[src/rtl/bitrev_reorder.sv]
// Reorders bit-reversed FFT frames into natural order through a ping-pong pair of 2^N-entry banks.
// Output j of a frame is registered 1+j cycles after its last input sample; no backpressure.
module bitrev_reorder #(
  parameter int N = 3,
  parameter int W = 32
) (
  input  logic         clk,
  input  logic         reset,
  input  logic         start_ip,
  input  logic [W-1:0] ip_re,
  input  logic [W-1:0] ip_im,
  output logic [W-1:0] op_re,
  output logic [W-1:0] op_im,
  output logic         op_valid,
  output logic         start_op,
  output logic         frame_err
);

  localparam int DEPTH = 1 << N;

  typedef enum logic {RD_IDLE, RD_DRAIN} rd_state_t;

  logic [2*W-1:0] mem [2*DEPTH];

  logic           wr_active;
  logic           wr_bank;
  logic [N-1:0]   wr_cnt;
  logic           wr_en;
  logic [N-1:0]   wr_addr;
  logic           handoff;

  rd_state_t      rd_state_q, rd_state_d;
  logic [N-1:0]   rd_cnt_q, rd_cnt_d;
  logic           rd_bank_q, rd_bank_d;

  function automatic logic [N-1:0] bitrev(input logic [N-1:0] v);
    logic [N-1:0] r;
    for (int i = 0; i < N; i++) r[i] = v[N-1-i];
    return r;
  endfunction

  // start_ip always wins: it either opens a frame or restarts the current one at k=0.
  always_comb begin
    wr_en   = 1'b0;
    wr_addr = '0;
    handoff = 1'b0;
    if (start_ip) begin
      wr_en = 1'b1;
    end else if (wr_active) begin
      wr_en   = 1'b1;
      wr_addr = bitrev(wr_cnt);
      handoff = (wr_cnt == {N{1'b1}});
    end
  end

  always_ff @(posedge clk or negedge reset) begin
    if (!reset) begin
      wr_active <= 1'b0;
      wr_cnt    <= '0;
      wr_bank   <= 1'b0;
      frame_err <= 1'b0;
    end else begin
      frame_err <= start_ip && wr_active;
      if (start_ip) begin
        wr_active <= 1'b1;
        wr_cnt    <= N'(1);
      end else if (handoff) begin
        wr_active <= 1'b0;
        wr_cnt    <= '0;
        wr_bank   <= ~wr_bank;
      end else if (wr_active) begin
        wr_cnt <= wr_cnt + 1'b1;
      end
    end
  end

  always_ff @(posedge clk) begin
    if (wr_en) mem[{wr_bank, wr_addr}] <= {ip_re, ip_im};
  end

  always_ff @(posedge clk or negedge reset) begin
    if (!reset) begin
      rd_state_q <= RD_IDLE;
      rd_cnt_q   <= '0;
      rd_bank_q  <= 1'b0;
    end else begin
      rd_state_q <= rd_state_d;
      rd_cnt_q   <= rd_cnt_d;
      rd_bank_q  <= rd_bank_d;
    end
  end

  // Equal rates mean a handoff can only coincide with the final read of a drain.
  always_comb begin
    rd_state_d = rd_state_q;
    rd_cnt_d   = rd_cnt_q;
    rd_bank_d  = rd_bank_q;
    case (rd_state_q)
      RD_IDLE: begin
        if (handoff) begin
          rd_state_d = RD_DRAIN;
          rd_cnt_d   = '0;
          rd_bank_d  = wr_bank;
        end
      end
      RD_DRAIN: begin
        if (rd_cnt_q == {N{1'b1}}) begin
          rd_cnt_d = '0;
          if (handoff) rd_bank_d = wr_bank;
          else         rd_state_d = RD_IDLE;
        end else begin
          rd_cnt_d = rd_cnt_q + 1'b1;
        end
      end
      default: rd_state_d = RD_IDLE;
    endcase
  end

  always_ff @(posedge clk or negedge reset) begin
    if (!reset) begin
      op_re    <= '0;
      op_im    <= '0;
      op_valid <= 1'b0;
      start_op <= 1'b0;
    end else begin
      op_valid <= (rd_state_q == RD_DRAIN);
      start_op <= (rd_state_q == RD_DRAIN) && (rd_cnt_q == '0);
      if (rd_state_q == RD_DRAIN) {op_re, op_im} <= mem[{rd_bank_q, rd_cnt_q}];
    end
  end

endmodule
[config.mk]
export PLATFORM = sky130hd
export DESIGN_NAME = bitrev_reorder
export DESIGN_NICKNAME = d
export VERILOG_FILES = /design/src/rtl/bitrev_reorder.sv
export SDC_FILE = /design/constraint.sdc
export NUM_CORES = 1
export LEC_CHECK = 0
export CAP_MARGIN = 5
export CORE_MARGIN = 4
export CORE_UTILIZATION = 40
export DETAILED_ROUTE_END_ITERATION = 12
export MAX_ROUTING_LAYER = met4
export PLACE_DENSITY = 0.65
export SYNTH_ARGS = -nofsm -noshare
export SYNTH_HDL_FRONTEND = slang
export SYNTH_SLANG_ARGS = --single-unit
[constraint.sdc]
create_clock -name clk -period 21.6 [get_ports clk]
set_input_delay 4.32 -clock clk [delete_from_list [all_inputs] [get_ports clk]]
set_output_delay 4.32 -clock clk [all_outputs]
set_load 0.01 [all_outputs]
# Yosys cells after proc, flatten, opt, wreduce, memory -nomap -nowiden
# Memory sizes are Yosys's and may differ from the RTL's. A register that Yosys moved wholly into a read port is not among the register bits.
# Index checks and enable logic that the tools add are counted.
[op_classes] addsub=2 n_eq_ne=4 muxes=22 bitwise_logic=3 n_reduce_logical=7
[ops] cell="3-bit two-way mux" n=7
[ops] cell="1-bit two-way mux" n=12
[ops] cell="3-bit by 1-bit adder with 3-bit output, second input constant" n=2
[ops] cell="3-bit == test, second input constant" n=2
[ops] cell="3-bit one-hot mux with 2 select lines" n=1
[ops] cell="1-bit one-hot mux with 2 select lines" n=2
[ops] cell="3-bit logical NOT" n=1
[ops] cell="1-bit inverter" n=3
[ops] cell="3-bit nonzero test" n=1
[ops] cell="1-bit logical AND" n=2
[ops] cell="2-bit by 1-bit inequality test with 1-bit output, second input constant" n=1
[ops] cell="2-bit inequality test, second input constant" n=1
[ops] cell="2-bit AND reduction" n=1
[ops] cell="2-bit nonzero test" n=1
[ops] cell="1-bit logical NOT" n=1
[totals] ff_bits=13 ramBits=1024 inputBits=67 output_inout_bits=67 elab_cells=48 memories=1
[memory_table] memory="mem" depth=16 width=64 rd=1 rd_clocked_by_memory_dff=1 write_ports=1 line="23" text="logic [2*W-1:0] mem [2*DEPTH];"

# Depth between registers and ports, before layout
[depth] ltp_word=6 depth_mapped=7 depth_no_buf=5

# Worst setup path before layout
# OpenSTA, ideal clock, no wires.
[synth_timing] kind="input port to flip-flop" from="input start_ip" to="memory mem[10][0] (netlist name) (enable)" setup_time_ns=0.644 arrival_ns=10.682 required_time_ns=20.956 slack_ns=10.274 path_stages=2 n_path_buf=1 cell_sequence="clkbuf_1 -> nor4_1"
[synth_via] elab_chain_len=3 word_cells_on_any_way=4 classes_between="mux (4)"
[synth_lines] item="start, declared" line="9" text="input logic start_ip,"
[synth_lines] item="1-bit two-way mux" line="47" text="if (start_ip) begin"
[synth_lines] item="1-bit two-way mux" line="78" text="if (wr_en) mem[{wr_bank, wr_addr}] <= {ip_re, ip_im};"
[synth_lines] item="1-bit two-way mux (implied by the code)" line="78"
[synth_lines] item="end, declared" line="23"
# Several ways; a longest one is shown, not always the timed one.

# Worst setup path in the final report
[layout_timing] from="input start_ip" to="memory mem[13][0] (netlist name) (enable)"
# The elaborated chain is that of the path after synthesis.

==> results.json <==
{
  "status": "finished, final reports clean",
  "netlist_instances": 1780,
  "dr.pass1.iters": 7,
  "synth_top_area_cell": "edfxtp_1",
  "clk_latency_ns": 0.67,
  "finalWorstSetupSlack_ns": 14.80,
  "drv_cap": 0,
  "cts_tree": "built",
  "post_cts_buffers": 0,
  "syn_to_final_growth_pct": 14.7,
  "syn_area_um2": 41900,
  "coreArea_um2": 104000,
  "place.port_buffers": 133,
  "die-area_um2": 110000,
  "post_cts_resized": 0,
  "die_h_um": 332,
  "drt_iter0_markers": 1791,
  "leakage_nw": 15.2,
  "place_congestion": 0.729,
  "hold_class": "reg2reg",
  "synth_area_leaders": "edfxtp_1 (73%), mux4_2 (12%), dfrtp_1 (4.6%), a221oi_2 (2.2%), mux4_1 (1.8%)",
  "grt.overflow.total": 0,
  "h-tree-depth": 3,
  "fmax_mhz": 147,
  "drc": 0,
  "fin_nets": 2023,
  "syn_nets": 1852,
  "tightest_slew_ns": 1.15,
  "tns_ns": 0,
  "grt_pass1_vias": 19800,
  "grt_first_pass_wirelength_mm": 133,
  "initial_core_util": 0.404,
  "cts.clk_slew.worst_paths_ns": 0.07,
  "rsz0062_at_grt": "no",
  "powerDensity_nw_per_um2": 125,
  "ios": 134,
  "ys_types": 37,
  "grt_start_max_net_pins": 149,
  "clockRootBuffer": "clkbuf_16",
  "ant_nets": 0,
  "critPathSlowestCell": "nor2_4",
  "clk_path_buf_depth": 3,
  "drv_slew": 0,
  "synth_top_area_frac": 0.734,
  "setup_viol": 0,
  "cts_buffers": 106,
  "num_vias": 18600,
  "wl_per_cell_um": 26.0,
  "skew_ns": 0.0290,
  "path_buf_inv": 2,
  "relSlewSlack": 0.234,
  "hold_viol_final": 0,
  "num_rows": 118,
  "dp_slack_ns": 14.11,
  "finalCritPeriodShare": 0.315,
  "worstPathArrival_ns": 7.09,
  "ys_ff_latch": 1101,
  "fin_crit_ns": 6.80,
  "clock_sinks": 1101,
  "cts-hold-fix-buffers": 0,
  "grtUsageTotal": 0.167,
  "endpoint_kind": "register",
  "vias_per_cell": 5.44,
  "seq_area_frac_synth": 0.780,
  "critPathMaxStageDelay_ns": 0.76,
  "cpLargestDelayFamily": "simple AND/OR/NAND/NOR gates",
  "antenna_found_initial": 3,
  "start_kind": "input port",
  "cp_max_fo": 41,
  "wl_mm": 89.1,
  "worstPathCellList": "clkdlybuf4s50_1, nor2b_1, nand3_1, nor2_4, buf_4",
  "fill_cells": 8395,
  "drive_above_1_share": 0.248,
  "dpl.hpwl_mm": 50.2,
  "critical_path_class": "in2reg",
  "cp_data_required_time_ns": 21.89,
  "die_w_um": 332,
  "max-vdd-ir-drop_mv": 0.135,
  "avgSynthCellArea_um2": 23.5,
  "yosysWarningCount": 0
}
-- state kept, by name, indices dropped and copies added, names as in the netlist --
signal	flops
frame_err	1
mem	1024
rd_state_q	1
op_re	32
wr_active	1
op_im	32
wr_cnt	3
rd_cnt_q	3
wr_bank	1
start_op	1
rd_bank_q	1
op_valid	1
-- cells in the final DEF, fill, tap and decap left out, types with 5 or more instances in the layout --
master           netlist  final
buf_4                 16     33
o22ai_1               64     64
mux4_2               227    227
nor2_1                78     68
nor2_4                 0     11
edfxtp_1            1024   1024
clkbuf_8               0      8
nand2_1                7      7
clkbuf_16              0    107
ha_1                   5      5
clkdlybuf4s50_1        0    132
clkbuf_1              35     20
mux4_1                29     29
bufinv_16              0      8
clkinv_1               0     19
a221oi_2              60     60
clkinv_2               0     28
mux2i_1               64     64
dfrtp_1               77     73
-- layer usage --
| metal | GRT usage | routed length [µm] | vias up |
|---|---|---|---|
| li1 | - | - | 7988 |
| met3 | 0.0326 | 5030 | 152 |
| met1 | 0.216 | 36400 | 9963 |
| met4 | 0.0441 | 2220 | 0 |
| met5 | - | 0 | - |
| met2 | 0.273 | 45400 | 533 |
-- worst paths after layout --
kind	from	endpoint	slack (ns)	cells past startpoint
worst max-delay path	start_ip	mem[13][0]	14.80	5
worst min-delay path	op_im[24]	op_im[24]	0.57	2
worst max register to register	rd_cnt_q[1]	op_im[13]	18.04	5
worst min register to register	op_im[24]	op_im[24]	0.57	2
max in group asynchronous	reset	rd_cnt_q[2]	16.71	2
min in group asynchronous	reset	op_re[9]	3.70	1
-- cell families after synthesis --
family,Yosys count,synth area share
compound gates,137,0.0332
xor+xnor,1,0.000209
fa+ha+maj,5,0.00149
buf+inv,107,0.0184
flops,1101,0.780
mux,321,0.156
simple gates,108,0.0109
-- where the power goes --
part | internal (W) | leakage (nW) | switching [W]
sequential | 0.00257 | 10.2 | 0.000145
combinational | 0.000687 | 3.40 | 0.000819
clock | 0.00103 | 1.69 | 0.000767
-- final cells by class --
| cell class | count | area [µm²] | share of cell area |
|---|---|---|---|
| flip-flops and latches | 1101 | 32700 | 0.681 |
| multi-input cells | 572 | 8570 | 0.178 |
| clock buffers | 135 | 2860 | 0.0596 |
| well taps | 1380 | 1730 | 0.0359 |
| repair buffers | 166 | 1590 | 0.0331 |
| clock inverters | 64 | 569 | 0.0119 |
| inverters | 4 | 17.5 | 0.000365 |
| diodes | 3 | 7.51 | 0.000156 |
-- worst reg2reg max path, stage by stage (launching register included) --
cell and delay, ns:
dfrtp_4 0.83, buf_4 0.57, buf_4 0.84, mux4_2 0.64, o22ai_1 0.39, a221oi_2 0.12
-- synthesized netlist by cell type --
cell      number
xnor2_1        1
buf_4         16
nand3_1        3
buf_6         15
and2_1         1
mux4_2       227
inv_1          3
nand2_1        7
or2_2          1
buf_2         23
o22ai_1       64
nor4_1         2
nand3b_1       3
nor2_2         1
nor2b_1        4
buf_12         6
o21bai_1       1
nand2b_1       4
a221oi_1       4
mux2_2         1
o21ai_0        3
dfrtp_1       77
a221oi_2      60
inv_2          1
clkbuf_2       1
buf_1          1
nor3_1         4
nor2_1        78
a21oi_1        3
a211o_1        1
edfxtp_1    1024
buf_8          6
mux2i_1       64
mux4_1        29
a32o_1         1
clkbuf_1      35
ha_1           5
-- metrics by stage --
stage          cell area [µm²]  utilization  total power (W)  hold WS, ns  cells
2_1_floorplan            41900            -          0.00379        0.349   1780
3_3_place_gp             44600        0.430          0.00429        0.535   3223
3_5_place_dp             44600        0.430          0.00431        0.557   3223
4_1_cts                  48000        0.463          0.00612        0.580   3422
5_1_grt                  48000        0.463          0.00630        0.598   3424
6_report                 48000        0.463          0.00602        0.571   3425
No activity file was read; power rests on OpenSTA's default activity.
